`config.mk`:
```
export PLATFORM = sky130hd
export DESIGN_NAME = sm83_oam_dma_arb
export DESIGN_NICKNAME = d
export VERILOG_FILES = /design/src/rtl/sm83_pkg.sv /design/src/rtl/sm83_dma_seq.sv /design/src/rtl/sm83_oam_dma_arb.sv
export SDC_FILE = /design/constraint.sdc
export NUM_CORES = 1
export LEC_CHECK = 0
export CORE_ASPECT_RATIO = 1.75
export CORE_MARGIN = 2
export CORE_UTILIZATION = 25
export CTS_CLUSTER_DIAMETER = 40
export DETAILED_ROUTE_END_ITERATION = 7
export HOLD_SLACK_MARGIN = 0.08
export PLACE_DENSITY_LB_ADDON = 0.3
export SYNTH_ARGS = -nofsm -noshare
export SYNTH_HDL_FRONTEND = slang
export SYNTH_HIERARCHICAL = 1
export SYNTH_SLANG_ARGS = --single-unit
```
`constraint.sdc`:
```
create_clock -name clk -period 2.9 [get_ports clk]
set_input_delay 0.435 -clock clk [delete_from_list [all_inputs] [get_ports clk]]
set_output_delay 0.435 -clock clk [all_outputs]
set_load 0.01 [all_outputs]
```
`src/rtl/sm83_pkg.sv`:
```
`default_nettype none
// ============================================================================
// Module      : sm83_pkg
// Description : Shared types and constants for the SM83 OAM DMA / bus arbiter.
// Revision    : 1.0
// ============================================================================
package sm83_pkg;

    typedef enum logic [1:0] {
        DMA_IDLE  = 2'd0,
        DMA_DELAY = 2'd1,
        DMA_RUN   = 2'd2
    } dma_state_t;

    localparam logic [7:0] ECHO_BASE   = 8'hE0;
    localparam logic [7:0] HI_PAGE     = 8'hFF;
    localparam logic [7:0] ECHO_OFFSET = 8'h20;

    // Source pages E0..FF mirror work RAM at C0..DF.
    function automatic logic [7:0] map_page(input logic [7:0] hi);
        return (hi >= ECHO_BASE) ? (hi - ECHO_OFFSET) : hi;
    endfunction

endpackage
`default_nettype wire

```
`src/rtl/sm83_dma_seq.sv`:
```
`default_nettype none
// ============================================================================
// Module      : sm83_dma_seq
// Description : OAM DMA sequencer: state, start delay, byte index, source page.
// Revision    : 1.0
// ============================================================================
module sm83_dma_seq
    import sm83_pkg::*;
#(
    parameter int OAM_LEN     = 160,
    parameter int START_DELAY = 1
) (
    input  logic       clk,
    input  logic       reset,
    input  logic       t4,
    input  logic       reg_we,
    input  logic [7:0] reg_wdata,
    output dma_state_t state,
    output logic [7:0] idx,
    output logic [7:0] page,
    output logic [7:0] src_hi,
    output logic       active
);

    localparam int               c_DLY_W    = (START_DELAY > 1) ? $clog2(START_DELAY) : 1;
    localparam logic [c_DLY_W-1:0] c_DLY_INIT = c_DLY_W'(START_DELAY - 1);
    localparam logic [7:0]       c_IDX_LAST = 8'(OAM_LEN - 1);

    dma_state_t          r_state, w_state_nxt;
    logic [c_DLY_W-1:0]  r_dly, w_dly_nxt;
    logic [7:0]          r_idx, w_idx_nxt;
    logic [7:0]          r_src_hi, w_src_hi_nxt;
    logic                r_active, w_active_nxt;

    always_ff @(posedge clk) begin
        if (reset) begin
            r_state  <= DMA_IDLE;
            r_dly    <= '0;
            r_idx    <= '0;
            r_src_hi <= '0;
            r_active <= 1'b0;
        end else begin
            r_state  <= w_state_nxt;
            r_dly    <= w_dly_nxt;
            r_idx    <= w_idx_nxt;
            r_src_hi <= w_src_hi_nxt;
            r_active <= w_active_nxt;
        end
    end

    always_comb begin
        w_state_nxt  = r_state;
        w_dly_nxt    = r_dly;
        w_idx_nxt    = r_idx;
        w_src_hi_nxt = r_src_hi;
        w_active_nxt = r_active;
        if (t4) begin
            if (reg_we) begin
                // A restart keeps the core fenced if it was already fenced.
                w_state_nxt  = DMA_DELAY;
                w_dly_nxt    = c_DLY_INIT;
                w_idx_nxt    = '0;
                w_src_hi_nxt = reg_wdata;
                w_active_nxt = (r_state == DMA_IDLE) ? 1'b0 : r_active;
            end else begin
                case (r_state)
                    DMA_IDLE: begin
                        w_active_nxt = 1'b0;
                    end
                    DMA_DELAY: begin
                        if (r_dly == '0) begin
                            w_state_nxt  = DMA_RUN;
                            w_idx_nxt    = '0;
                            w_active_nxt = 1'b1;
                        end else begin
                            w_dly_nxt = r_dly - 1'b1;
                        end
                    end
                    DMA_RUN: begin
                        if (r_idx == c_IDX_LAST) begin
                            w_state_nxt  = DMA_IDLE;
                            w_idx_nxt    = '0;
                            w_active_nxt = 1'b0;
                        end else begin
                            w_idx_nxt = r_idx + 8'd1;
                        end
                    end
                    default: begin
                        w_state_nxt  = DMA_IDLE;
                        w_active_nxt = 1'b0;
                    end
                endcase
            end
        end
    end

    assign state  = r_state;
    assign idx    = r_idx;
    assign page   = map_page(r_src_hi);
    assign src_hi = r_src_hi;
    assign active = r_active;

endmodule
`default_nettype wire

```
`src/rtl/sm83_oam_dma_arb.sv`:
```
`default_nettype none
// ============================================================================
// Module      : sm83_oam_dma_arb
// Description : OAM DMA engine and external-bus arbiter between core and DMA.
// Revision    : 1.0
// ============================================================================
module sm83_oam_dma_arb
    import sm83_pkg::*;
#(
    parameter int ADR_WIDTH   = 16,
    parameter int WORD_SIZE   = 8,
    parameter int OAM_LEN     = 160,
    parameter int START_DELAY = 1
) (
    input  logic                 clk,
    input  logic                 reset,
    input  logic                 t1,
    input  logic                 t2,
    input  logic                 t3,
    input  logic                 t4,
    input  logic                 reg_we,
    input  logic [WORD_SIZE-1:0] reg_wdata,
    output logic [WORD_SIZE-1:0] reg_rdata,
    input  logic [ADR_WIDTH-1:0] cpu_adr,
    input  logic                 cpu_rd,
    input  logic                 cpu_wr,
    input  logic [WORD_SIZE-1:0] cpu_wdata,
    output logic [WORD_SIZE-1:0] cpu_rdata,
    output logic [ADR_WIDTH-1:0] ext_adr,
    output logic                 ext_rd,
    output logic                 ext_wr,
    output logic [WORD_SIZE-1:0] ext_wdata,
    input  logic [WORD_SIZE-1:0] ext_rdata,
    output logic [7:0]           oam_adr,
    output logic [WORD_SIZE-1:0] oam_wdata,
    output logic                 oam_we,
    output logic                 dma_active
);

    dma_state_t w_state;
    logic [7:0] w_idx;
    logic [7:0] w_page;
    logic [7:0] w_src_hi;
    logic       w_active;
    logic       w_run;
    logic       w_hi_page;

    sm83_dma_seq #(
        .OAM_LEN     (OAM_LEN),
        .START_DELAY (START_DELAY)
    ) u_seq (
        .clk       (clk),
        .reset     (reset),
        .t4        (t4),
        .reg_we    (reg_we),
        .reg_wdata (reg_wdata[7:0]),
        .state     (w_state),
        .idx       (w_idx),
        .page      (w_page),
        .src_hi    (w_src_hi),
        .active    (w_active)
    );

    assign w_run      = (w_state == DMA_RUN);
    assign w_hi_page  = (cpu_adr[ADR_WIDTH-1 -: 8] == HI_PAGE);
    assign reg_rdata  = WORD_SIZE'(w_src_hi);
    assign dma_active = w_active;

    always_comb begin
        ext_adr   = cpu_adr;
        ext_rd    = cpu_rd;
        ext_wr    = cpu_wr;
        ext_wdata = cpu_wdata;
        cpu_rdata = ext_rdata;
        oam_adr   = w_idx;
        oam_wdata = ext_rdata;
        oam_we    = 1'b0;
        if (w_active) begin
            // FFxx is served by the core's own IO/HRAM decode; everything else is fenced.
            ext_adr = ADR_WIDTH'({w_page, w_idx});
            ext_rd  = 1'b0;
            ext_wr  = 1'b0;
            if (!w_hi_page) begin
                cpu_rdata = {WORD_SIZE{1'b1}};
            end
        end
        if (w_run) begin
            ext_adr = ADR_WIDTH'({w_page, w_idx});
            ext_rd  = t1 | t2 | t3 | t4;
            ext_wr  = 1'b0;
            oam_we  = t4;
        end
    end

endmodule
`default_nettype wire
```
Word level (Yosys, flattened, before mapping)

Index checks and enable logic that the tools add are counted.

Memory bits (writable): 0
Output and inout bits: 60
Memories kept: 0
Logic and storage cells: 54
Input port bits: 49
ROM bits: 0
Register bits after elaboration: 20
Latch bits: 0

Shifts and indexed selects: 0
Bitwise operators: 3
Multipliers: 0
Equality and inequality tests: 8
Divide/modulo/power cells: 0
Reduce and logical (&&, ||, !) cells: 8
Add/sub/neg operators: 3
$lt $le $gt $ge: 1
Multiplexer cells: 26

Operator list:

| kind                  | number |
|---|---|
| $mux W8               | 6 |
| $mux W16              | 2 |
| $eq A8 B8 Y1 const B  | 2 |
| $pmux W8 S2           | 1 |
| $mux W1               | 12 |
| $add A8 B1 Y8 const B | 1 |
| $ge A8 B8 Y1 const B  | 1 |
| $reduce_and A4 Y1     | 2 |
| $sub A8 B6 Y8 const B | 1 |
| $mux W2               | 3 |
| $pmux W2 S3           | 1 |
| $reduce_and A2 Y1     | 2 |
| $ne A3 B2 Y1 const B  | 1 |
| $ne A3 B3 Y1 const B  | 1 |
| $or A1 B1 Y1          | 3 |
| $reduce_and A3 Y1     | 1 |
| $reduce_bool A3 Y1    | 1 |
| $eq A2 B1 Y1 const B  | 1 |
| $eq A2 B2 Y1 const B  | 1 |
| $logic_not A2 Y1      | 1 |
| $ne A2 B1 Y1 const B  | 1 |
| $ne A2 B2 Y1 const B  | 1 |
| $pmux W1 S2           | 1 |
| $reduce_bool A2 Y1    | 1 |
| $sub A1 B1 Y1 const B | 1 |

Longest topological paths before layout

Word-level depth: 4
Mapped depth: 5
Mapped depth without buffers: 5

Hierarchy

The synthesis kept the hierarchy.

By module, submodules not included:

| module           | times used | area each (um2) | cells each | sequential area each (um2) |
|---|---|---|---|---|
| sm83_dma_seq     | 1          | 909.6           | 107        | 380.4 |
| sm83_oam_dma_arb | 1          | 488.0           | 51         | 0.0 |

Worst setup path after synthesis

Ideal clock, no wire load.

Kind: register to output
Start point: register u_seq.r_state[1] (netlist: u_seq/state[1])
End point: output ext_adr[10]
Setup slack: 1.298 ns
Path buffers: 1
Stages on the path, launching flop included: 5
Data arrival time: 1.167 ns
Required time: 2.465 ns
Path through: dfxtp_1 -> nor2b_4 -> nor2_8 -> buf_12 -> mux2_4

Cells in the longest elaborated chain, start to end: 2

Ends and longest elaborated chain:

| what                   | line                   | RTL |
|---|---|---|
| start, declared        | sm83_dma_seq.sv:29     | `dma_state_t r_state, w_state_nxt;` |
| start signal, assigned | sm83_dma_seq.sv:43     | `r_state <= w_state_nxt;` |
| $eq A2 B2 Y1           | sm83_oam_dma_arb.sv:64 | `assign w_run = (w_state == DMA_RUN);` |
| $mux W16               | sm83_oam_dma_arb.sv:87 | `if (w_run) begin` |
| end, declared          | sm83_oam_dma_arb.sv:29 | `output logic [ADR_WIDTH-1:0] ext_adr,` |

No other way between the ends.

Worst setup path after layout

Start point: input cpu_adr[11]
End point: output cpu_rdata[5]

Cells in the longest elaborated chain, start to end: 3

Ends and longest elaborated chain:

| what            | line                   | RTL |
|---|---|---|
| start, declared | sm83_oam_dma_arb.sv:24 | `input logic [ADR_WIDTH-1:0] cpu_adr,` |
| $eq A8 B8 Y1    | sm83_oam_dma_arb.sv:65 | `assign w_hi_page = (cpu_adr[ADR_WIDTH-1 -: 8] == HI_PAGE);` |
| $mux W8         | sm83_oam_dma_arb.sv:83 | `if (!w_hi_page) begin` |
| $mux W8         | sm83_oam_dma_arb.sv:78 | `if (w_active) begin` |
| end, declared   | sm83_oam_dma_arb.sv:28 | `output logic [WORD_SIZE-1:0] cpu_rdata,` |

No other way between the ends.

==> summary.txt <==
Layout
  – Ant. Diodes: 0
  – Fraction of layout cells with a size suffix above 1: 10.9%
  – Layout Nets: about 280
  – Layout area overhead: 62.9%
  – Post-route design area: between 2000 and 2500 um^2

Global route
  – Vias in the first global route: around 1,300
  – Largest net degree at the start of global routing: 20
  – First-pass GRT wire length: 6120 um
  – Initial antenna violation count: 0
  – GRT Util Overall: about an eighth
  – Remaining Overflow, GRT: 0

Floorplan
  – Core Area: 5500 um^2
  – Die ar.: a little over 6000 um^2
  – I/O pin total: approximately 110
  – Initial Util: about 25%
  – Row count: 36
  – Die extent in y: 103 um
  – Die width: 60.5 um

Detailed routing
  – Via Count: approximately 1,400
  – Final wirelength: 4090 um
  – Total iterations of the first detailed-routing run: 4
  – Remaining DRCs: 0
  – Wire per inst: approximately 13 um
  – Routed Antenna Nets: 0
  – Detailed Route Iter0 Violations: 22
  – Post-DR vias/cell: 4.52

Worst setup path
  – Delay-heaviest family, CP: buffers and inverters
  – Required @ worst endpoint: 2470 ps
  – Worst path slowest cell: clkdlybuf4s50_1
  – CP endpoint kind: output pin
  – CP dominant cell by count: clkdlybuf4s50_1
  – Crit path arrival time: approximately 2200 ps
  – CP Launch Type: primary input
  – Crit Path Category: primary input to output pin
  – Maximum fanout along the worst path: 8
  – Max incr delay on CP: 490 ps
  – CP Cell Sequence: clkdlybuf4s50_1, nand4_1, o21ai_1, nand2b_1, clkdlybuf4s50_1
  – CP bufs+invs: 2

Yosys
  – Yosys reg bits: 19
  – Synth warn: 6
  – Unique masters post-synth: 36
  – Netlist Area Pre-Place: 1400 um^2
  – Async set-or-reset flop fraction in the synthesized netlist: 0%
  – Synthesized area per cell: 8.85 um^2
  – Prevailing post-synth register cell: dfxtp_1
  – Syn_nets: ~210
  – Post-synth EDFFs: 0
  – Sequential-to-total area share from yosys stat: a little over a quarter
  – Synth Instances: about 160

Job
  – MaxCap Viol Count: 0

CTS
  – Post-CTS setup buffers: 0
  – Worst-skew pair later-pin latency: roughly 260 ps
  – CTS Hold Bufs: 0
  – CTS tree: yes
  – Clock buffer depth: 2
  – Htree depth: 1
  – CTS root buffer: clkbuf_8
  – Clk sinks: 19
  – Cts bufs inserted: 3
  – Post_cts resized: 0
  – Worst-path clk slew: approximately 80 ps

STA
  – Period minus WS final: around 2600 ps
  – Final hold vios: 0
  – Final Worst Setup Slack: roughly 310 ps
  – Slew Viols, Final: 0
  – Max Fclk: 387 MHz
  – Period utilization: 89.2%
  – RSZ-0062 raised after global routing: false
  – Setup total negative slack: 0 ps
  – Skew final: 9.40 ps
  – # setup viols final: 0
  – Tightest Pin Transition: 579 ps
  – Worst rel slew slack: 61.3%

Power and ir drop
  – Peak supply drop: about 0.00019 V
  – Pwr Total: around 720 uW
  – PwrDens: about 320 nW/um^2
  – Standby leakage power: 0.000860 uW

Min path
  – Worst hold path class: register to register

Placed design
  – Final Wtd Congestion: between 0.7 and 0.8
  – Post-DP HPWL: approximately 3200 um
  – Placed Area: 2230 um^2
  – Port bufs: between 90 and 100
  – DP Worst Slack: about 300 ps

Run status
  – Status: finished clean
## worst reg2reg max path, cell delays in order (launching register included)
cell and delay, ps:
dfxtp_1 470, xor2_1 520, o21a_1 250, a21o_1 280, nor2_1 80
## report_power, final
| part | leakage, uW | internal, uW | switching [uW] |
|---|---|---|---|
| registers | 0.000155 | 269 | 11.9 |
| clock network | 0.0000228 | 97.7 | 89.5 |
| logic | 0.000683 | 159 | 90.8 |
## metrics by stage
stage          utilization, %  cells  hold WS [ps]
2_1_floorplan               -    158           449
3_3_place_gp             40.6    301           465
3_5_place_dp             40.6    301           470
4_1_cts                  41.4    305           481
5_1_grt                  41.4    305           522
6_report                 41.4    305           479
## path summary, 6_finish.rpt
| kind | cells after the start | to | slack (ps) | startpoint |
|---|---|---|---|---|
| max reg2reg | 4 | u_seq/idx[0] | 1190 | u_seq/state[0] |
| min reg2reg | 2 | u_seq/src_hi[1] | 480 | u_seq/src_hi[1] |
| min | 2 | u_seq/src_hi[1] | 480 | u_seq/src_hi[1] |
| max | 5 | cpu_rdata[5] | 310 | cpu_adr[11] |
## state kept, by name, indices dropped and copies added, names as in the netlist
name	flops
u_seq/active	1
u_seq/src_hi	8
u_seq/state	2
u_seq/idx	8
## cells in the mapped netlist, types with 3 or more instances
cell	count	area share, %
mux2_4	9	9.7
nand2b_1	9	4.0
nand2_1	10	2.7
inv_1	5	1.3
nand3_1	9	3.2
o21ai_0	3	1.1
clkbuf_1	5	1.3
a31oi_1	3	1.3
mux2_2	7	5.6
a21oi_1	13	4.7
dfxtp_1	19	27
and4_1	4	2.5
buf_4	21	11
nor2_1	8	2.1
xor2_1	6	3.8
## area by class of cell
type	instances	area [um^2]
Multi-Input combinational cell	107	802
Inverter	5	18.8
Sequential cell	19	380
Fill cell	564	3220
Tap cell	76	95.1
Clock buffer	4	45.0
Timing Repair Buffer	94	936
## placed cells by master, fill, tap and decap left out
cell type         n
o21ai_2           1
and4_1            4
mux2_4            9
o21a_1            1
o2111ai_1         2
o211ai_1          2
or4_1             1
a21o_1            1
a311oi_1          1
a31o_2            1
nand2b_1          9
inv_1             5
clkbuf_1          1
ha_1              2
and2_1            2
o21ai_0           3
nand4_1           2
nor4b_1           1
o21ai_1           1
nand2_1          10
buf_4             2
mux2i_1           2
nand3_1           9
nor2_8            1
and2b_1           1
a31oi_1           3
xnor2_1           1
dfxtp_1          19
or3b_1            1
xor2_1            6
clkdlybuf4s50_1  92
mux2_2            7
a21oi_1          13
nor2_1            8
nor2b_4           1
clkbuf_8          3
o41ai_1           1
## kinds of logic after synthesis
family / count (synthesis) / share of synthesized area [%]
buffers and inverters: 32 / 15.4
xor gates and xnor gates: 7 / 4.39
DFF: 19 / 27.2
adders and majority gates: 2 / 1.79
AOI/OAI and AO/OA: 30 / 13.3
muxes: 18 / 16.7
and+or+nand+nor: 50 / 21.1
## layer usage
| layer | global-route usage [%] | vias up | part of all wire [%] |
|---|---|---|---|
| li1 | - | 682 | - |
| met1 | 12.9 | 614 | 35 |
| met2 | 26.3 | 74 | 55 |
| met3 | 1.88 | 9 | 8.1 |
| met4 | 5.35 | 0 | 1.9 |
| met5 | 0 | - | 0 |
Power figures use the tool's default switching activity.
